**src/rtl/serial_subtractor_if.sv**
```systemverilog
// Start/done handshake and operand/result bundle for serial_subtractor.
// SERIAL_SUB_BORROW_IN_EN adds the b_in borrow-in line to the bundle.
interface serial_subtractor_if #(
   parameter int WIDTH = 8
);
   logic             start;
   logic [WIDTH-1:0] a;
   logic [WIDTH-1:0] b;
`ifdef SERIAL_SUB_BORROW_IN_EN
   logic             b_in;
`endif
   logic             busy;
   logic             done;
   logic [WIDTH-1:0] diff;
   logic             b_out;
   logic             ovf;

`ifdef SERIAL_SUB_BORROW_IN_EN
   modport master (
      output start, a, b, b_in,
      input  busy, done, diff, b_out, ovf
   );

   modport slave (
      input  start, a, b, b_in,
      output busy, done, diff, b_out, ovf
   );
`else
   modport master (
      output start, a, b,
      input  busy, done, diff, b_out, ovf
   );

   modport slave (
      input  start, a, b,
      output busy, done, diff, b_out, ovf
   );
`endif
endinterface

```
**src/rtl/serial_subtractor.sv**
```systemverilog
// Bit-serial a - b, LSB first, one full-subtractor cell plus a borrow flop.
// SERIAL_SUB_BORROW_IN_EN: initial borrow comes from b_in instead of 0.
module serial_subtractor #(
   parameter int WIDTH = 8
) (
   input  logic                 clk,
   input  logic                 rst,
   serial_subtractor_if.slave   bus
);

   localparam int CW = $clog2(WIDTH) + 1;
   localparam logic [CW-1:0] LAST_CNT = CW'(WIDTH - 1);

   typedef enum logic [1:0] {
      ST_IDLE  = 2'd0,
      ST_SHIFT = 2'd1,
      ST_DONE  = 2'd2
   } state_t;

   function automatic logic fs_diff(input logic ai, input logic bi, input logic br);
      return ai ^ bi ^ br;
   endfunction

   function automatic logic fs_borrow(input logic ai, input logic bi, input logic br);
      return (~ai & bi) | (~ai & br) | (bi & br);
   endfunction

   // Two's-complement overflow of a - b: operands differ in sign and result sign flips.
   function automatic logic sub_ovf(input logic a_msb, input logic b_msb, input logic d_msb);
      return (a_msb != b_msb) && (d_msb != a_msb);
   endfunction

   state_t           state_r;
   state_t           next_state_s;

   logic [WIDTH-1:0] a_sr_r;
   logic [WIDTH-1:0] b_sr_r;
   logic [WIDTH-1:0] d_sr_r;
   logic             borrow_r;
   logic [CW-1:0]    cnt_r;
   logic             a_msb_r;
   logic             b_msb_r;

   logic [WIDTH-1:0] diff_r;
   logic             b_out_r;
   logic             ovf_r;
   logic             busy_r;
   logic             done_r;

   logic             accept_s;
   logic             shift_en_s;
   logic             last_bit_s;
   logic             bit_diff_s;
   logic             bit_borrow_s;
   logic             borrow_init_s;

`ifdef SERIAL_SUB_BORROW_IN_EN
   assign borrow_init_s = bus.b_in;
`else
   assign borrow_init_s = 1'b0;
`endif

   assign bit_diff_s   = fs_diff(a_sr_r[0], b_sr_r[0], borrow_r);
   assign bit_borrow_s = fs_borrow(a_sr_r[0], b_sr_r[0], borrow_r);

   // State register.
   always_ff @(posedge clk) begin
      if (rst) begin
         state_r <= ST_IDLE;
      end else begin
         state_r <= next_state_s;
      end
   end

   // Next-state logic; DONE may accept a new start directly.
   always_comb begin
      next_state_s = state_r;
      case (state_r)
         ST_IDLE: begin
            if (bus.start) begin
               next_state_s = ST_SHIFT;
            end else begin
               next_state_s = ST_IDLE;
            end
         end
         ST_SHIFT: begin
            if (cnt_r == LAST_CNT) begin
               next_state_s = ST_DONE;
            end else begin
               next_state_s = ST_SHIFT;
            end
         end
         ST_DONE: begin
            if (bus.start) begin
               next_state_s = ST_SHIFT;
            end else begin
               next_state_s = ST_IDLE;
            end
         end
         default: begin
            next_state_s = ST_IDLE;
         end
      endcase
   end

   // Control decode: operand acceptance, shift enable and last-bit strobe.
   always_comb begin
      accept_s   = 1'b0;
      shift_en_s = 1'b0;
      last_bit_s = 1'b0;
      case (state_r)
         ST_IDLE: begin
            accept_s = bus.start;
         end
         ST_SHIFT: begin
            shift_en_s = 1'b1;
            if (cnt_r == LAST_CNT) begin
               last_bit_s = 1'b1;
            end else begin
               last_bit_s = 1'b0;
            end
         end
         ST_DONE: begin
            accept_s = bus.start;
         end
         default: begin
            accept_s   = 1'b0;
            shift_en_s = 1'b0;
            last_bit_s = 1'b0;
         end
      endcase
   end

   // Operand/difference shift registers, borrow flop and bit counter.
   always_ff @(posedge clk) begin
      if (rst) begin
         a_sr_r   <= '0;
         b_sr_r   <= '0;
         d_sr_r   <= '0;
         borrow_r <= 1'b0;
         cnt_r    <= '0;
         a_msb_r  <= 1'b0;
         b_msb_r  <= 1'b0;
      end else if (accept_s) begin
         a_sr_r   <= bus.a;
         b_sr_r   <= bus.b;
         borrow_r <= borrow_init_s;
         cnt_r    <= '0;
         a_msb_r  <= bus.a[WIDTH-1];
         b_msb_r  <= bus.b[WIDTH-1];
      end else if (shift_en_s) begin
         a_sr_r   <= a_sr_r >> 1;
         b_sr_r   <= b_sr_r >> 1;
         d_sr_r   <= {bit_diff_s, d_sr_r[WIDTH-1:1]};
         borrow_r <= bit_borrow_s;
         cnt_r    <= cnt_r + CW'(1);
      end
   end

   // Result registers: loaded only on the edge that enters DONE, held otherwise.
   always_ff @(posedge clk) begin
      if (rst) begin
         diff_r  <= '0;
         b_out_r <= 1'b0;
         ovf_r   <= 1'b0;
      end else if (last_bit_s) begin
         diff_r  <= {bit_diff_s, d_sr_r[WIDTH-1:1]};
         b_out_r <= bit_borrow_s;
         ovf_r   <= sub_ovf(a_msb_r, b_msb_r, bit_diff_s);
      end
   end

   // Handshake flags registered from the next state.
   always_ff @(posedge clk) begin
      if (rst) begin
         busy_r <= 1'b0;
         done_r <= 1'b0;
      end else begin
         busy_r <= (next_state_s == ST_SHIFT);
         done_r <= (next_state_s == ST_DONE);
      end
   end

   assign bus.busy  = busy_r;
   assign bus.done  = done_r;
   assign bus.diff  = diff_r;
   assign bus.b_out = b_out_r;
   assign bus.ovf   = ovf_r;

endmodule

```
**src/flat_wrapper.sv**
```systemverilog
// flat-port wrapper written by rule: the top's interface ports become plain ports
module serial_subtractor_flat 
#(
   parameter int WIDTH = 8
)
  (clk, rst, bus_start, bus_a, bus_b, bus_busy, bus_done, bus_diff, bus_b_out, bus_ovf);
  serial_subtractor_if #(.WIDTH(WIDTH)) bus_i ();
  input  logic clk;
  input  logic rst;
  input wire logic [$bits(bus_i.start)-1:0] bus_start;
  input wire logic [$bits(bus_i.a)-1:0] bus_a;
  input wire logic [$bits(bus_i.b)-1:0] bus_b;
  output wire logic [$bits(bus_i.busy)-1:0] bus_busy;
  output wire logic [$bits(bus_i.done)-1:0] bus_done;
  output wire logic [$bits(bus_i.diff)-1:0] bus_diff;
  output wire logic [$bits(bus_i.b_out)-1:0] bus_b_out;
  output wire logic [$bits(bus_i.ovf)-1:0] bus_ovf;
  assign bus_i.start = bus_start;
  assign bus_i.a = bus_a;
  assign bus_i.b = bus_b;
  assign bus_busy = bus_i.busy;
  assign bus_done = bus_i.done;
  assign bus_diff = bus_i.diff;
  assign bus_b_out = bus_i.b_out;
  assign bus_ovf = bus_i.ovf;
  serial_subtractor #(.WIDTH(WIDTH)) u_core (.clk(clk), .rst(rst), .bus(bus_i));
endmodule
```
**config.mk**
```make
export PLATFORM = sky130hd
export DESIGN_NAME = serial_subtractor_flat
export DESIGN_NICKNAME = d
export VERILOG_FILES = /design/src/rtl/serial_subtractor_if.sv /design/src/rtl/serial_subtractor.sv /design/src/flat_wrapper.sv
export SDC_FILE = /design/constraint.sdc
export NUM_CORES = 1
export LEC_CHECK = 0
export ABC_CLOCK_PERIOD_IN_PS = 2800
export BUFFER_PORTS_ARGS = -buffer_cell sky130_fd_sc_hd__buf_4
export CELL_PAD_IN_SITES_DETAIL_PLACEMENT = 0
export CELL_PAD_IN_SITES_GLOBAL_PLACEMENT = 1
export CORE_MARGIN = 2
export CORE_UTILIZATION = 44
export DETAILED_ROUTE_END_ITERATION = 8
export PLACE_DENSITY_LB_ADDON = 0.1
export SYNTH_ARGS = -nofsm -noshare
export SYNTH_HDL_FRONTEND = slang
export SYNTH_SLANG_ARGS = --single-unit
```
**constraint.sdc**
```tcl
create_clock -name clk -period 2.8 [get_ports clk]
set_input_delay 0.42 -clock clk [delete_from_list [all_inputs] [get_ports clk]]
set_output_delay 0.42 -clock clk [all_outputs]
set_load 0.005 [all_outputs]
```
# Word level (Yosys, flattened, before mapping)
# Index checks and enable logic that the tools add are counted.
# Widths: inputs -> output; s select.
[op_classes]
div = 0
bitwise_logic = 9
magnitude_cmp = 0
mux = 11
add_sub_neg = 1
n_eq_ne = 7
n_reduce_logical = 6
mul = 0
shift = 0
[op_table]
columns = ["operator", "count"]
rows = [
  ["$mux 8", 4],
  ["$mux 1", 5],
  ["$add 4x1->4 const B", 1],
  ["$eq 2x1->1 const B", 2],
  ["$eq 2x2->1 const B", 2],
  ["$eq 4x3->1 const B", 1],
  ["$pmux 2 s2", 1],
  ["$reduce_or 2->1", 2],
  ["$and 1x1->1", 3],
  ["$logic_not 2->1", 1],
  ["$mux 2", 1],
  ["$ne 1x1->1", 2],
  ["$not 1->1", 2],
  ["$or 1x1->1", 2],
  ["$reduce_and 2->1", 1],
  ["$reduce_bool 2->1", 1],
  ["$xor 1x1->1", 2],
  ["$logic_and 1x1->1", 1],
]
[word_totals]
register_bits = 45
mem_bits_rw = 0
inputBits = 19
elab_cells = 47
latchBits = 0
mem_count = 0
out_inout_bits = 12
mem_bits_ro = 0

# Longest topological paths before layout
[logic_depth]
ltp_word = 5
mapped_depth = 5
mapped_depth_nobuf = 5

# Worst setup path before layout
# OpenSTA, ideal clock, no wires.
[synth_timing]
path_type = "register -> register"
start = "reg u_core.borrow_r"
end = "reg u_core.ovf_r, in the netlist u_core.bus.ovf"
setup_time_ns = 0.086
path_slack_ns = 1.448
stages_incl_launch_ff = 5
n_path_buf = 0
t_arrival_ns = 1.267
period_less_slack_ns = 1.352
required_ns = 2.714
path_cell_list = "dfxtp_1 fa_1 and3b_1 a21oi_1 a211oi_1"
[synth_via]
elab_chain_len = 3
[synth_lines]
columns = ["element", "line_no", "source"]
rows = [
  ["start: declaration", "serial_subtractor.sv:39", "logic borrow_r;"],
  ["start signal: assignment", "serial_subtractor.sv:147", "borrow_r <= borrow_init_s;"],
  ["start signal: assignment", "serial_subtractor.sv:155", "borrow_r <= bit_borrow_s;"],
  ["$xor 1x1->1", "serial_subtractor.sv:21", "return ai ^ bi ^ br;"],
  ["$ne 1x1->1", "serial_subtractor.sv:30", "return (a_msb != b_msb) && (d_msb != a_msb);"],
  ["$logic_and 1x1->1", "serial_subtractor.sv:30", ""],
  ["end signal: assignment", "serial_subtractor.sv:169", "ovf_r <= sub_ovf(a_msb_r, b_msb_r, bit_diff_s);"],
  ["end: declaration", "serial_subtractor.sv:46", "logic ovf_r;"],
]
# Every way passes these cells.
# A chain may end at the register's enable or synchronous reset.

# Worst setup path after layout
[layout_timing]
start = "reg u_core.state_r[0]"
end = "reg u_core.cnt_r[3]"
[layout_via]
elab_chain_len = 4
elab_cells_between_ends = 7
classes_between = "2 x eq/ne; 2 x mux; 3 x reduce/logical"
[layout_lines]
columns = ["element", "line_no", "source"]
rows = [
  ["start: declaration", "serial_subtractor.sv:33", "state_t state_r;"],
  ["start signal: assignment", "serial_subtractor.sv:71", "state_r <= next_state_s;"],
  ["$eq 2x2->1 or $logic_not 2->1 (tied branches)", "serial_subtractor.sv:111", "case (state_r)"],
  ["$reduce_or 2->1 (no source line)", "--", ""],
  ["$mux 1", "serial_subtractor.sv:111", ""],
  ["$reduce_or 2->1 (no source line)", "--", ""],
  ["end signal: assignment", "serial_subtractor.sv:156", "cnt_r <= cnt_r + CW'(1);"],
  ["end: declaration", "serial_subtractor.sv:40", "logic [CW-1:0] cnt_r;"],
]
# Parallel ways exist; a longest one is shown, timed or not.

==> flow_metrics.env <==
export IMPL_period_minus_slack_ps=1608
export IMPL_die_y_um=67.99
export IMPL_rr_startpoint="u_core.state_r[0]$_SDFF_PP0_"
export IMPL_syn_avg_cell_area_um2=8.662
export IMPL_grt_start_max_net_pins=43
export IMPL_dieWidth_um=67.99
export IMPL_yosysWarnings=0
export IMPL_vias=1492
export IMPL_drc=0
export IMPL_hold_viol=0
export IMPL_clockRootBuffer="clkbuf_8"
export IMPL_irDropWorstVdd_mv=0.2905
export IMPL_yosysTopAreaCellShare=0.4889
export IMPL_rows=23
export IMPL_crit_path_start_kind="flip-flop"
export IMPL_synth_nets=229
export IMPL_cts_tree="yes"
export IMPL_worst_setup_path_type="flip-flop to flip-flop"
export IMPL_area_growth_pct=15.83
export IMPL_cts_setup_buffers=0
export IMPL_endpoint_kind="flip-flop"
export IMPL_max_freq_mhz=621.8
export IMPL_slew_headroom=0.6301
export IMPL_tns_ps=0
export IMPL_final_layout_size_suffix_gt1_frac=0.1948
export IMPL_dr_pass1_iters=4
export IMPL_reg2reg_depth=4
export IMPL_synth_area_leaders="dfxtp_1 (49%), nand2_1 (9.2%), a21oi_1 (7.2%)"
export IMPL_wire_per_inst_um=13.34
export IMPL_p_leak_nw=0.7768
export IMPL_grt_pass1_vias=1338
export IMPL_startpoint="u_core.state_r[0]$_SDFF_PP0_"
export IMPL_required_ps=3010
export IMPL_clk_latency_ps=290
export IMPL_grt_overflow=0
export IMPL_cts_resized=0
export IMPL_multi_input_area_um2=802.0
export IMPL_initial_core_util=0.4537
export IMPL_fin_crit_sh=0.5743
export IMPL_clkTransAtPathRegs_ps=80
export IMPL_antenna_found_initial=0
export IMPL_path_max_fanout=23
export IMPL_hpwl_mm=2.452
export IMPL_routed_wl_mm=3.748
export IMPL_seqCellArea_um2=880.8
export IMPL_place_inst=273
export IMPL_seq_area_frac_synth=0.4889
export IMPL_final_cells=281
export IMPL_dpl_worst_slack_ps=1176
export IMPL_synth_area_um2=1802
export IMPL_whs_ps=401.8
export IMPL_maxCapViolCount=0
export IMPL_fin_util=0.5255
export IMPL_viasPerCell=5.310
export IMPL_r2r_setup_slack_ps=1190
export IMPL_crit_arrival_ps=1820
export IMPL_rsz0062_at_grt="no"
export IMPL_slew_violations=0
export IMPL_setup_slack_ps=1192
export IMPL_r2r_end="u_core.cnt_r[3]$_SDFFE_PP0N_"
export IMPL_synth_top_area_cell="dfxtp_1"
export IMPL_placed_area_um2=1997
export IMPL_htree_levels=2
export IMPL_holdCritPathClass="input pin to flip-flop"
export IMPL_worst_pin_slew_ps=553.7
export IMPL_finalInstanceArea_um2=2087
export IMPL_cts_buffers=5
export IMPL_clockBufferDepth=2
export IMPL_pin_count=31
export IMPL_synthCells=208
export IMPL_cts_hold_buffers=0
export IMPL_status="finished, final reports clean"
export IMPL_cellPowerDensity_nw_per_um2=576.2
export IMPL_coreArea_um2=3971
export IMPL_fillers=402
export IMPL_grt_pass1_wl_mm=6.009
export IMPL_skew_ps=6.275
export IMPL_io_buffers=30
export IMPL_crit_path_end="u_core.cnt_r[3]$_SDFFE_PP0N_"
export IMPL_track_usage=0.1759
export IMPL_synth_seq_cells=44
export IMPL_drt_antenna_violating_nets=0
export IMPL_finalSetupViolCount=0
export IMPL_final_nets=251
export IMPL_yosys_cell_types_count=29
export IMPL_n_antenna_cell=0
export IMPL_p_total_mw=1.202
export IMPL_drt_iter0_markers=103
export IMPL_gp_congestion=0.7306
export IMPL_die_area_um2=4623
export IMPL_clock_sinks=44
## worst min-delay path by stage
stage | start | endpoint | slack, ps | cells past startpoint
4_1_cts | bus_b[7] | u_core.b_sr_r[7]$_SDFFE_PP0P_ | 390 | 3
3_5_place_dp | u_core.d_sr_r[1]$_SDFFE_PP0P_ | u_core.d_sr_r[1]$_SDFFE_PP0P_ | 450 | 2
6_report | bus_b[7] | u_core.b_msb_r$_SDFFE_PP0N_ | 400 | 3
3_3_place_gp | u_core.d_sr_r[1]$_SDFFE_PP0P_ | u_core.d_sr_r[1]$_SDFFE_PP0P_ | 440 | 2
5_1_grt | bus_b[7] | u_core.b_msb_r$_SDFFE_PP0N_ | 420 | 3
2_1_floorplan | u_core.d_sr_r[1]$_SDFFE_PP0P_ | u_core.d_sr_r[1]$_SDFFE_PP0P_ | 440 | 2
## power breakdown
| group | switching, mW | internal (mW) |
|---|---|---|
| Combinational | 0.0788 | 0.0541 |
| Sequential | 0.0161 | 0.653 |
| Clock | 0.199 | 0.201 |
## worst max-delay path: stages, from the launching register on
cell and delay (ps):
dfxtp_1 380, and2b_1 440, buf_4 350, nand4_1 160, mux2i_1 190
## per-layer routing
| layer | global-route usage | share of wire | up-vias |
|---|---|---|---|
| li1 | - | - | 758 |
| met1 | 0.2049 | 0.45 | 701 |
| met2 | 0.3107 | 0.49 | 26 |
| met3 | 0.04112 | 0.046 | 7 |
| met4 | 0.06750 | 0.014 | 0 |
| met5 | 0 | 0 | - |
## placed cells by master, fill, tap and decap left out
cell type	count
a211oi_1	3
a21oi_1	26
a22oi_1	2
a311oi_1	6
a311oi_2	6
and2b_1	1
and3b_1	2
buf_4	33
clkbuf_1	2
clkbuf_8	6
dfxtp_1	44
fa_1	1
ha_1	1
inv_1	1
mux2i_1	1
nand2_1	44
nand2b_1	3
nand3_1	12
nand3b_1	3
nand4_1	1
nor2_1	19
nor2b_1	1
nor3_1	2
o21ai_0	8
or3_1	1
xnor2_1	1
xor2_1	1
## synth_stat cells (all sizes together)
cell    instances
nand2b          3
a211oi          3
nand2          44
a311oi         12
fa              1
xor2            1
ha              1
a22oi           2
nand3          12
nor2           19
clkbuf          6
nor2b           1
or3             1
mux2i           1
a21oi          26
nand4           1
buf            12
dfxtp          44
nand3b          3
xnor2           1
o21ai           8
inv             1
nor3            2
and3b           2
and2b           1
## kinds of logic after synthesis
family,synth area share
muxes,0.005556
DFF,0.4889
and+or+nand+nor,0.2174
buffers and inverters,0.06596
AOI/OAI and AO/OA,0.1944
adders and majority gates,0.01805
xor gates and xnor gates,0.009724
## sequential cells by signal (all words and copies together) (netlist names)
name and flops:
u_core.a_sr_r 8, u_core.b_sr_r 8, u_core.bus.diff 8, u_core.d_sr_r 7, u_core.cnt_r 4, u_core.state_r 2
u_core.a_msb_r 1, u_core.b_msb_r 1, u_core.borrow_r 1, u_core.bus.b_out 1, u_core.bus.busy 1, u_core.bus.done 1
u_core.bus.ovf 1
## layout make-up
type,instances,share of cell area
Sequential cell,44,0.4221
Timing Repair Buffer,33,0.1187
Multi-Input combinational cell,145,0.3843
Clock buffer,8,0.04317
Tap cell,50,0.02998
Inverter,1,0.001799
(Power assumes the default switching activity.)
